[src/rtl/wrr_arb_pkg.sv]
// wrr_arb_pkg: FSM state type and grant encoding helper shared by the arbiter files
package wrr_arb_pkg;
  typedef enum logic {ARB, LOCK} state_e;
  function automatic logic [31:0] onehot(input int unsigned idx);
    return 32'd1 << idx;
  endfunction
endpackage

[src/rtl/rr_pick.sv]
// rr_pick: cyclic pick of the lowest requester at or above ptr, else the lowest requester overall
module rr_pick #(
  parameter int N = 4,
  localparam int IDX_W = $clog2(N)
) (
  input  logic [N-1:0]     req,
  input  logic [IDX_W-1:0] ptr,
  output logic             any,
  output logic [IDX_W-1:0] idx
);
  assign any = |req;
  always_comb begin
    idx = '0;
    for (int i = N - 1; i >= 0; i--) begin
      if (req[i]) idx = IDX_W'(i);
    end
    for (int i = N - 1; i >= 0; i--) begin
      if (req[i] && i >= int'(ptr)) idx = IDX_W'(i);
    end
  end
endmodule

[src/rtl/wrr_pkt_arbiter.sv]
// wrr_pkt_arbiter: N-way weighted round-robin arbiter that locks the grant for a whole packet
module wrr_pkt_arbiter
  import wrr_arb_pkg::*;
#(
  parameter int N = 4,
  parameter int WEIGHT_W = 4,
  localparam int IDX_W = $clog2(N)
) (
  input  logic                  clk,
  input  logic                  rst,
  input  logic [N-1:0]          req,
  input  logic [N-1:0]          last,
  input  logic [N*WEIGHT_W-1:0] weight,
  input  logic                  out_ready,
  output logic                  out_valid,
  output logic                  out_last,
  output logic [N-1:0]          grant,
  output logic [IDX_W-1:0]      grant_id,
  output logic [N-1:0]          req_ready
);
  state_e state_q, state_d;
  logic [IDX_W-1:0] ptr_q, ptr_d, owner_q, owner_d, win;
  logic [WEIGHT_W-1:0] pkt_cnt_q, pkt_cnt_d, w_raw, w_eff;
  logic [WEIGHT_W:0] cnt_inc;
  logic [N-1:0] grant_q, grant_d;
  logic any, eop, keep;
  rr_pick #(.N(N)) u_pick (
    .req(req),
    .ptr(ptr_q),
    .any(any),
    .idx(win)
  );
  assign grant = grant_q;
  assign grant_id = (|grant_q) ? owner_q : '0;
  assign out_valid = |(grant_q & req);
  assign out_last = |(grant_q & req & last);
  assign req_ready = grant_q & {N{out_ready}};
  assign eop = out_valid & out_ready & out_last;
  assign w_raw = weight[owner_q*WEIGHT_W +: WEIGHT_W];
  assign w_eff = (w_raw == '0) ? WEIGHT_W'(1) : w_raw;
  // one extra bit so a full-scale count plus one cannot wrap before the compare
  assign cnt_inc = {1'b0, pkt_cnt_q} + (WEIGHT_W + 1)'(1);
  assign keep = cnt_inc < {1'b0, w_eff};
  always_comb begin
    state_d = state_q;
    ptr_d = ptr_q;
    owner_d = owner_q;
    pkt_cnt_d = pkt_cnt_q;
    grant_d = grant_q;
    if (state_q == ARB && any) begin
      state_d = LOCK;
      grant_d = N'(onehot(32'(win)));
      owner_d = win;
      pkt_cnt_d = (win == owner_q) ? pkt_cnt_q : '0;
    end else if (state_q == LOCK && eop) begin
      state_d = ARB;
      grant_d = '0;
      pkt_cnt_d = keep ? cnt_inc[WEIGHT_W-1:0] : '0;
      ptr_d = keep ? owner_q : (owner_q == IDX_W'(N - 1)) ? '0 : owner_q + IDX_W'(1);
    end
  end
  always_ff @(posedge clk or negedge rst) begin
    if (!rst) begin
      state_q <= ARB;
      ptr_q <= '0;
      owner_q <= '0;
      pkt_cnt_q <= '0;
      grant_q <= '0;
    end else begin
      state_q <= state_d;
      ptr_q <= ptr_d;
      owner_q <= owner_d;
      pkt_cnt_q <= pkt_cnt_d;
      grant_q <= grant_d;
    end
  end
endmodule
[config.mk]
export PLATFORM = sky130hd
export DESIGN_NAME = wrr_pkt_arbiter
export DESIGN_NICKNAME = d
export VERILOG_FILES = /design/src/rtl/wrr_arb_pkg.sv /design/src/rtl/rr_pick.sv /design/src/rtl/wrr_pkt_arbiter.sv
export SDC_FILE = /design/constraint.sdc
export NUM_CORES = 1
export LEC_CHECK = 0
export CAP_MARGIN = 20
export CORE_ASPECT_RATIO = 1.4
export CORE_MARGIN = 2
export CORE_UTILIZATION = 39
export DETAILED_ROUTE_END_ITERATION = 6
export GPL_ROUTABILITY_DRIVEN = 0
export PLACE_DENSITY = 0.75
export SYNTH_ARGS = -nofsm -noshare
export SYNTH_HDL_FRONTEND = slang
export SYNTH_SLANG_ARGS = --single-unit
[constraint.sdc]
create_clock -name clk -period 2.3 [get_ports clk]
set_clock_uncertainty 0.1 [all_clocks]
set_input_delay 0.23 -clock clk [delete_from_list [all_inputs] [get_ports clk]]
set_output_delay 0.23 -clock clk [all_outputs]
set_load 0.05 [all_outputs]
==> results.yml <==
outcome:
  status: "complete, no violations"
grt:
  grt_pass1_wl_um: 4220
  grt.overflow.total: 0
  grt_util_all_layers: 0.193
  grt_pass1_vias: 957
  grt_start_max_net_pins: 16
  antenna_found_initial: 0
critical_path:
  timing.critical_path.slowest_stage_cell: "sky130_fd_sc_hd__mux4_2"
  cp_data_required_time_ps: 2400
  crit_cells: 8
  worst-path-max-fanout: 5
  rrSetupSlack_ps: 30
  crit_chain: "mux4_2 > inv_2 > ha_4 > nand3_1 > a21oi_2 > a21oi_4 > or3_2 > a22oi_2"
  setup_crit_end_kind: "flop"
  critical-path-max-stage-delay_ps: 550
  worstSetupPathType: "flop to flop"
  worstPathBufferInverterCount: 1
  startpoint_type: "flop"
  critPathArrivalTime_ps: 2360
  terminus_of_the_critical_flop_to_flop_path: "ptr_q[0]"
  critical_path.top_delay_family: "multiplexers"
  reg2regPathDepth: 8
  r2r-start: "owner_q[0]"
drt:
  drt.antenna.violating_nets: 0
  detail_route.vias_per_cell: 5.32
  initialDrtViolationCount: 23
  drt-wirelength-per-cell_um: 14.9
  detailroute.via_count: 1016
  detail_route.wirelength_um: 2850
  drt_pass1_iterations: 4
  drc: 0
floorplan:
  die_height_um: 63.8
  effective_utilization_at_floorplan: 0.412
  die_w_um: 46.7
  top_level_port_count: 39
  fp.coreArea_mm2: 0.00242
  rows: 21
  area_of_the_die_mm2: 0.00298
cells_and_area:
  seq_area_um2: 332
  synthToLayoutAreaGrowth_pct: 57.3
  fin_util: 0.648
  multi_input_comb_area_um2: 667
  layout-drive-gt1-share: 0.299
  final_area_mm2: 0.00157
  insertedDiodeCount: 0
  n_fill_cell: 218
  post_layout_nonfiller_instances: 191
  design.final.nets: 190
timing:
  worst_slew_pin_slew_ps: 616
  period_share: 0.985
  slew_violations: 0
  timing.final.ws_setup_ps: 33.6
  fmax_mhz: 441
  finalHoldViolCount: 0
  maxSlewHeadroom: 0.588
  post-route-min-period_ps: 2270
  report.final.setup_viol: 0
  grt_setup_unrepaired: "true"
placed_design:
  placed_cell_area_mm2: 0.00147
  dpl.cell_count: 184
  place_ws_ps: -205
  dp_hpwl_um: 2260
  io_buffer_count: 38
clock_network:
  tritoncts.num_buffers: 3
  tritoncts: "done"
  insertion_delay_ps: 270
  ctsLongestPathBuffers: 2
  clock_tree.root_cell: "sky130_fd_sc_hd__clkbuf_4"
  tritoncts_num_sinks: 13
  cts.clk_slew.worst_paths_ps: 80
  htreeDepth: 1
pwr:
  fin_total_pwr_mw: 0.453
  static-leakage-power_nw: 0.694
  power.density_mw_per_mm2: 289
  peakVddDrop_mv: 0.288
logic_synthesis:
  synth.top_cell.area_share: 0.327
  synth_simple_gate_area_share: 0.204
  synth-async-reset-ratio: 1.00
  netlist_top_cells_area: "sky130_fd_sc_hd__dfrtp_1, sky130_fd_sc_hd__mux4_2, sky130_fd_sc_hd__ha_1"
  largest_family_of_logic_cells_by_synthesized_area: "simple AND/OR/NAND/NOR gates"
  postSynth.topFlopCell: "sky130_fd_sc_hd__dfrtp_1"
  synth_seq_cells: 13
  post-synth-top-area-cell: "sky130_fd_sc_hd__dfrtp_1"
  number_of_enable_type_register_cells_in_the_synthesized_netlist: 0
  yosys_cell_types: 38
  synth_xor_area_frac: 0.00879
  yosysSeqAreaShare: 0.327
  mean_post_synth_cell_area_um2: 9.31
  synth_commonest_cells: "sky130_fd_sc_hd__dfrtp_1, sky130_fd_sc_hd__nor2_1, sky130_fd_sc_hd__inv_1"
  yosys.area_share.adder: 0.0628
  synth_mux_area_frac: 0.142
  synth_compound_gate_area_share: 0.200
  synth.yosys.warnings: 0
  syn_nets: 139
  number_of_instances_in_the_synthesized_netlist: 107
  synth.most_common_cell: "sky130_fd_sc_hd__dfrtp_1"
  post_synth_instance_area_um2: 996
run:
  cap_viol_max_count: 0
worst_hold_path:
  hp-class: "primary input to asynchronous set/reset pin"
## cell type report
class,instances,area share
multi-input combinational,81,0.426
tap,34,0.0272
sequential,13,0.212
clock buffer,4,0.0168
inverter,9,0.0216
timing repair buffer,50,0.297
## placed cells by master (no fill, tap or decap), drive strengths merged, types with 2 or more instances in the layout
master / Yosys / layout
dfrtp: 13 / 13
nand3: 7 / 7
buf: 1 / 19
a21o: 2 / 2
mux4: 4 / 4
inv: 9 / 9
clkdlybuf4s50: 0 / 31
nand4: 2 / 2
nand2b: 2 / 2
clkbuf: 3 / 4
nand2: 5 / 5
a32o: 2 / 2
a21oi: 8 / 8
nor2: 10 / 10
and2: 5 / 5
o21ai: 3 / 3
a22oi: 3 / 3
ha: 5 / 5
mux2i: 4 / 4
a22o: 2 / 2
## per-stage QoR
stage	hold WS, ps	setup TNS [ps]
final	236	0
after floorplan	-166	0
after CTS	237	-42.6
after global placement	422	-394
after detailed placement	436	-804
after global routing	267	-134
## sequential cells by signal, indices dropped and copies added (netlist names)
| signal | flops |
|---|---|
| grant | 4 |
| pkt_cnt_q | 4 |
| owner_q | 2 |
| ptr_q | 2 |
| state_q | 1 |
## worst reg2reg max path, stage by stage, from the launching register on
cell and delay, ps:
sky130_fd_sc_hd__dfrtp_2 430, sky130_fd_sc_hd__mux4_2 550, sky130_fd_sc_hd__inv_2 80, sky130_fd_sc_hd__ha_4 130, sky130_fd_sc_hd__nand3_1 90, sky130_fd_sc_hd__a21oi_2 170, sky130_fd_sc_hd__a21oi_4 90, sky130_fd_sc_hd__or3_2 420
sky130_fd_sc_hd__a22oi_2 140
## worst max-delay path by stage
stage | from | to | slack (ps)
2_1_floorplan | owner_q[0] | pkt_cnt_q[2] | 40
3_3_place_gp | weight[15] | pkt_cnt_q[2] | -120
3_5_place_dp | weight[11] | pkt_cnt_q[2] | -200
4_1_cts | owner_q[0] | pkt_cnt_q[2] | -40
5_1_grt | owner_q[0] | ptr_q[0] | -80
6_report | owner_q[0] | ptr_q[0] | 30
## where the power goes
part	switching, mW	internal, mW
Sequential	0	0.228
Combinational	0.0317	0.0552
Clock	0.0710	0.0672
## what timing repair did
item	in CTS	in global routing
hold buffers	0	0
gates resized for setup	2	9
setup buffers	2	1
endpoints found under the setup margin	6	6
pin swaps	3	3
## cells by family after synthesis
group                    count (synthesis)
AO/OA/AOI/OAI                           28
XOR/XNOR                                 1
adder cells (fa/ha/maj)                  5
buffers and inverters                   13
flip-flops                              13
multiplexers                             9
AND/OR/NAND/NOR                         38
## per-layer routing
| layer | GRT usage | routed length [um] |
|---|---|---|
| met5 | 0 | 0 |
| met4 | 0.0417 | 21 |
| met3 | 0.0508 | 80 |
| met2 | 0.359 | 1670 |
| met1 | 0.206 | 1080 |
No activity file was read; power rests on OpenSTA's default activity.
==> edit 1 (config.mk and constraints unchanged) <==
Set the parameter `WEIGHT_W` to 5 (it was 4).
--- a/src/rtl/wrr_pkt_arbiter.sv
+++ b/src/rtl/wrr_pkt_arbiter.sv
@@ -4,5 +4,5 @@
 #(
   parameter int N = 4,
-  parameter int WEIGHT_W = 4,
+  parameter int WEIGHT_W = 5,
   localparam int IDX_W = $clog2(N)
 ) (
Interface: changed (resized weight); port bits go from 39 to 43. The function was not compared with the original's and may differ.
==> edit 1 against the unedited design <==
  * The run now ends with negative setup slack left
  * Final area rose by 15%
  * Area after synthesis rose by 12%
  * Sequential cell count rose by 1
  * Critical path depth rose by 1
  * Wire length rose by 15%
  * Cell count rose by 9.4%
  * Setup slack got worse by 0.10 ns
  * Sequential share of layout area fell by 1.3 points
  * Critical path type unchanged
  * Highest routed layer unchanged
Power is left out: it rests on default switching activity, and per cell area and clock period it moved more than threefold.
==> edit 1: results <==
group,metric,value,unit
outcome,status,"finished, violations left",
outcome,violations,"negative setup slack",
global_routing,grt_pass1_vias,1166,
setup_path,arrival,2.44,ns
sta,finalSetupViolations,6,
global_routing,antenna_found_initial,0,
cts,clkSlewWorstSetupHoldPaths,0.06,ns
cts,cts_buffers,3,
cts,htreeDepth,1,
routing,drtIter0Drc,32,
place,port_buffers,42,
global_routing,grt_max_degree,15,
sta,report.final.slew_viol_count,0,
sta,fin_setup_tns,-0.341,ns
final_layout,largest_reg_flops,5,
place,placed_cells,202,
routing,wirelength,3290,um
final_layout,nets,210,
synthesis,synthTopCellsByCount,"dfrtp_1, nand2_1, nand3_1, inv_1, ha_1",
routing,vias,1136,
sta,fin_ws,-0.0687,ns
synthesis,yosys_warnings,0,
setup_path,crit_family,"multiplexers",
sta,tightest_slew,0.657,ns
cts,worstSkewPairLatency,0.25,ns
synthesis,synth_cell_types,40,
routing,dr.pass1.iters,4,
final_layout,antenna_cells,0,
cts,clockBufferDepth,2,
synthesis,synth_area_per_cell,9.63,um^2
cts,cts_root_buf,"clkbuf_8",
place,hpwl,2630,um
synthesis,synth_area_leaders,"dfrtp_1, mux4_2, ha_1",
final_layout,layout-drive-gt1-share,30.8,%
setup_path,slowest_stage,"mux4_2",
final_layout,top_register,"pkt_cnt_q",
synthesis,synth_fp_nets,153,
routing,wl_per_cell,15.7,um
global_routing,grt_usage,20.7,%
setup_path,r2r_setup_slack,-0.07,ns
min_path,min_path_type,"input pin to asynchronous set/reset pin",
setup_path,crit_path_max_fanout,5,
synthesis,async_flop_share,100,%
synthesis,seq_area_frac_synth,31.4,%
setup_path,max_stage_delay,0.56,ns
global_routing,grt_pass1_wl,5250,um
-- edit 1: worst paths after layout --
path	start	to	depth (start not counted)
max in group asynchronous	rst	pkt_cnt_q[0]$_DFFE_PN0P_	1
max	owner_q[0]$_DFFE_PN0P_	pkt_cnt_q[0]$_DFFE_PN0P_	9
min	rst	state_q$_DFFE_PN0P_	1
min reg2reg	pkt_cnt_q[1]$_DFFE_PN0P_	pkt_cnt_q[1]$_DFFE_PN0P_	1
min in group clk	pkt_cnt_q[1]$_DFFE_PN0P_	pkt_cnt_q[1]$_DFFE_PN0P_	1
max reg2reg	owner_q[0]$_DFFE_PN0P_	pkt_cnt_q[0]$_DFFE_PN0P_	9
-- edit 1: cells by family after synthesis --
kind of cell,Yosys count,share of synthesized area [%]
muxes,11,14.6
buffers and inverters,11,4.48
and+or+nand+nor,44,23.4
xor gates and xnor gates,2,1.57
adders and majority gates,6,6.72
AOI/OAI and AO/OA,28,17.9
DFF,14,31.4
-- edit 1: repair_timing --
action	4_1_cts	5_1_grt
pin swaps	3	5
endpoints found under the setup margin	7	8
buffers inserted	2	1
gates resized for setup	9	2
hold endpoints to repair	0	0
-- edit 1: layer usage --
layer | vias to the layer above | GRT usage, % | part of all wire (%)
li1 | 547 | - | -
met2 | 21 | 41.9 | 59
met5 | - | 0 | 0
met3 | 6 | 4.87 | 2.7
met4 | 0 | 6.07 | 1.9
met1 | 562 | 20.6 | 36
-- edit 1: cell type report --
cell class | instances | area, um^2
tap | 37 | 46.3
fill | 223 | 988
clock buffer | 4 | 45.0
timing repair buffer | 56 | 523
inverter | 7 | 26.3
sequential | 14 | 358
multi-input combinational | 91 | 805
-- edit 1: metrics by stage --
stage | hold WS, ns | setup slack [ns] | instance area (um^2)
after floorplan | -0.166 | -0.0590 | 1160
after CTS | 0.306 | -0.0514 | 1790
after global routing | 0.337 | -0.163 | 1800
final | 0.288 | -0.0687 | 1800
after detailed placement | 0.440 | -0.248 | 1680
after global placement | 0.424 | -0.185 | 1680
==> edit 2 (same flow settings) <==
Made on the original files. Make the reset (`rst`) synchronous in one clocked block.
--- a/src/rtl/wrr_pkt_arbiter.sv
+++ b/src/rtl/wrr_pkt_arbiter.sv
@@ -60,5 +60,5 @@
     end
   end
-  always_ff @(posedge clk or negedge rst) begin
+  always_ff @(posedge clk) begin
     if (!rst) begin
       state_q <= ARB;
Function: differs if rst is asserted again (counterexample within 4 cycles, from zero or initial values and one cycle with rst low); with rst held inactive, the same outputs for 10 cycles.
==> edit 2 against the unedited design <==
  * Final area down 4.2%
  * Setup slack worse by 0.032 ns
  * Critical path type unchanged
  * Area after synthesis decreased by 1.8%
  * Critical endpoint is now ptr_q[0]$_SDFFE_PN0P_
  * Wire length up 0.81%
  * Sequential cell count stayed put
  * Cell count is 3.7% higher
  * Critical path depth down 2
  * Largest cell class unchanged
  * Global-route usage grew 1.7 points
Power is not compared: it rests on default switching activity, and its combinational part moved more than twofold at a synthesized area within 25%.
==> edit 2: results <==
group,metric,value,unit
outcome,status,"finished, final reports clean",
routing,avgViaCountPerCell,5.64,
synthesis,yosys_warnings,0,
synthesis,synthTopCellsByCount,"nor2_1, dfxtp_1, inv_1",
place,placed_cells,193,
synthesis,postSynthCellCount,118,
final_layout,nets,197,
place,placed_area,0.00143,mm^2
setup_path,max_stage_delay,0.52,ns
synthesis,synth.most_common_cell,"nor2_1",
final_layout,synthToLayoutAreaGrowth,53.5,%
routing,wl_per_cell,14.5,um
cts,cts_buffers,3,
synthesis,synth_fp_nets,150,
sta,tightest_slew,0.502,ns
pwr,power_leakage,0.598,nW
cts,worstSkewPairLatency,0.28,ns
synthesis,async_flop_share,0,%
synthesis,synth_area_leaders,"dfxtp_1, mux4_2, ha_1",
pwr,ir_drop,0.000251,V
setup_path,arrival,2.37,ns
place,hpwl,2260,um
final_layout,layout-drive-gt1-share,24.4,%
cts,clkSlewWorstSetupHoldPaths,0.09,ns
global_routing,grt_pass1_vias,1080,
synthesis,seq_area_frac_synth,26.6,%
setup_path,crit_path_max_fanout,4,
global_routing,grt_pass1_wl,4650,um
final_layout,nFillCells,210,
cts,clockBufferDepth,2,
setup_path,slowest_stage,"mux4_2",
place,port_buffers,38,
global_routing,grt_max_degree,17,
global_routing,grt_usage,21.0,%
place,preCtsSetupSlack,-0.289,ns
min_path,min_path_type,"register to register",
routing,wirelength,2870,um
final_layout,antenna_cells,0,
routing,drtIter0Drc,14,
global_routing,antenna_found_initial,0,
cts,cts_root_buf,"clkbuf_4",
routing,antenna_left,0,
sta,fmax,0.435,GHz
synthesis,synth_flop_cell,"dfxtp_1",
cts,htreeDepth,1,
routing,dr.pass1.iters,4,
synthesis,synth_cell_types,37,
[edit 2: changes by cell type after synthesis, sizes merged, moves of 3 or more]
cell	before	now
dfxtp	0	13
a32oi	0	6
or2	0	3
nor2	10	16
nor2b	0	6
dfrtp	13	0
mux2i	4	1
[edit 2: path summary, 6_finish.rpt]
kind / start / end / slack [ns] / cells past startpoint
max reg2reg: owner_q[0]$_SDFFE_PN0P_ / ptr_q[0]$_SDFFE_PN0P_ / 0.001 / 6
min: pkt_cnt_q[2]$_SDFFE_PN0P_ / pkt_cnt_q[2]$_SDFFE_PN0P_ / 0.42 / 2
min reg2reg: pkt_cnt_q[2]$_SDFFE_PN0P_ / pkt_cnt_q[2]$_SDFFE_PN0P_ / 0.42 / 2
max: owner_q[0]$_SDFFE_PN0P_ / ptr_q[0]$_SDFFE_PN0P_ / 0.001 / 6
[edit 2: layer usage]
metal  vias to the layer above  track usage, %  part of all wire [%]
li1                        537               -                     -
met1                       549            21.7                    37
met2                        21            38.7                    58
met3                         9            4.30                   2.4
met4                         0            7.50                   2.2
met5                         -               0                     0
[edit 2: critical path, delay by kind of cell (launching register included)]
kind / cells / cell delay, ns
AO/OA/AOI/OAI: 2 / 0.26
flip-flops: 1 / 0.39
multiplexers: 2 / 0.80
AND/OR/NAND/NOR: 2 / 0.63
[edit 2: cells by family (layout without fill, tap and decap cells)]
group	Yosys count	in the layout	share of synthesized area, %
flip-flops	13	13	26.6
buffers and inverters	13	59	5.75
multiplexers	6	6	11.8
XOR/XNOR	1	1	0.895
AND/OR/NAND/NOR	55	55	29.8
AO/OA/AOI/OAI	25	25	18.8
adder cells (fa/ha/maj)	5	5	6.39
[edit 2: area by class of cell]
cell class | count | area share [%]
Sequential cell | 13 | 17.9
Clock buffer | 3 | 1.50
Timing Repair Buffer | 47 | 28.8
Multi-Input combinational cell | 92 | 46.6
Tap cell | 34 | 2.83
Inverter | 8 | 2.00
Clock inverter | 1 | 0.333
[edit 2: power by group]
part / switching, mW / internal [mW]
clock: 0.0825 / 0.0646
sequential: 0.00905 / 0.231
combinational: 0.0914 / 0.0940
total: 0.183 / 0.390
[edit 2: what timing repair did]
action,CTS,global route
setup endpoints to repair,2,6
gates resized for setup,7,3
pin swaps,1,1
setup buffers,1,0
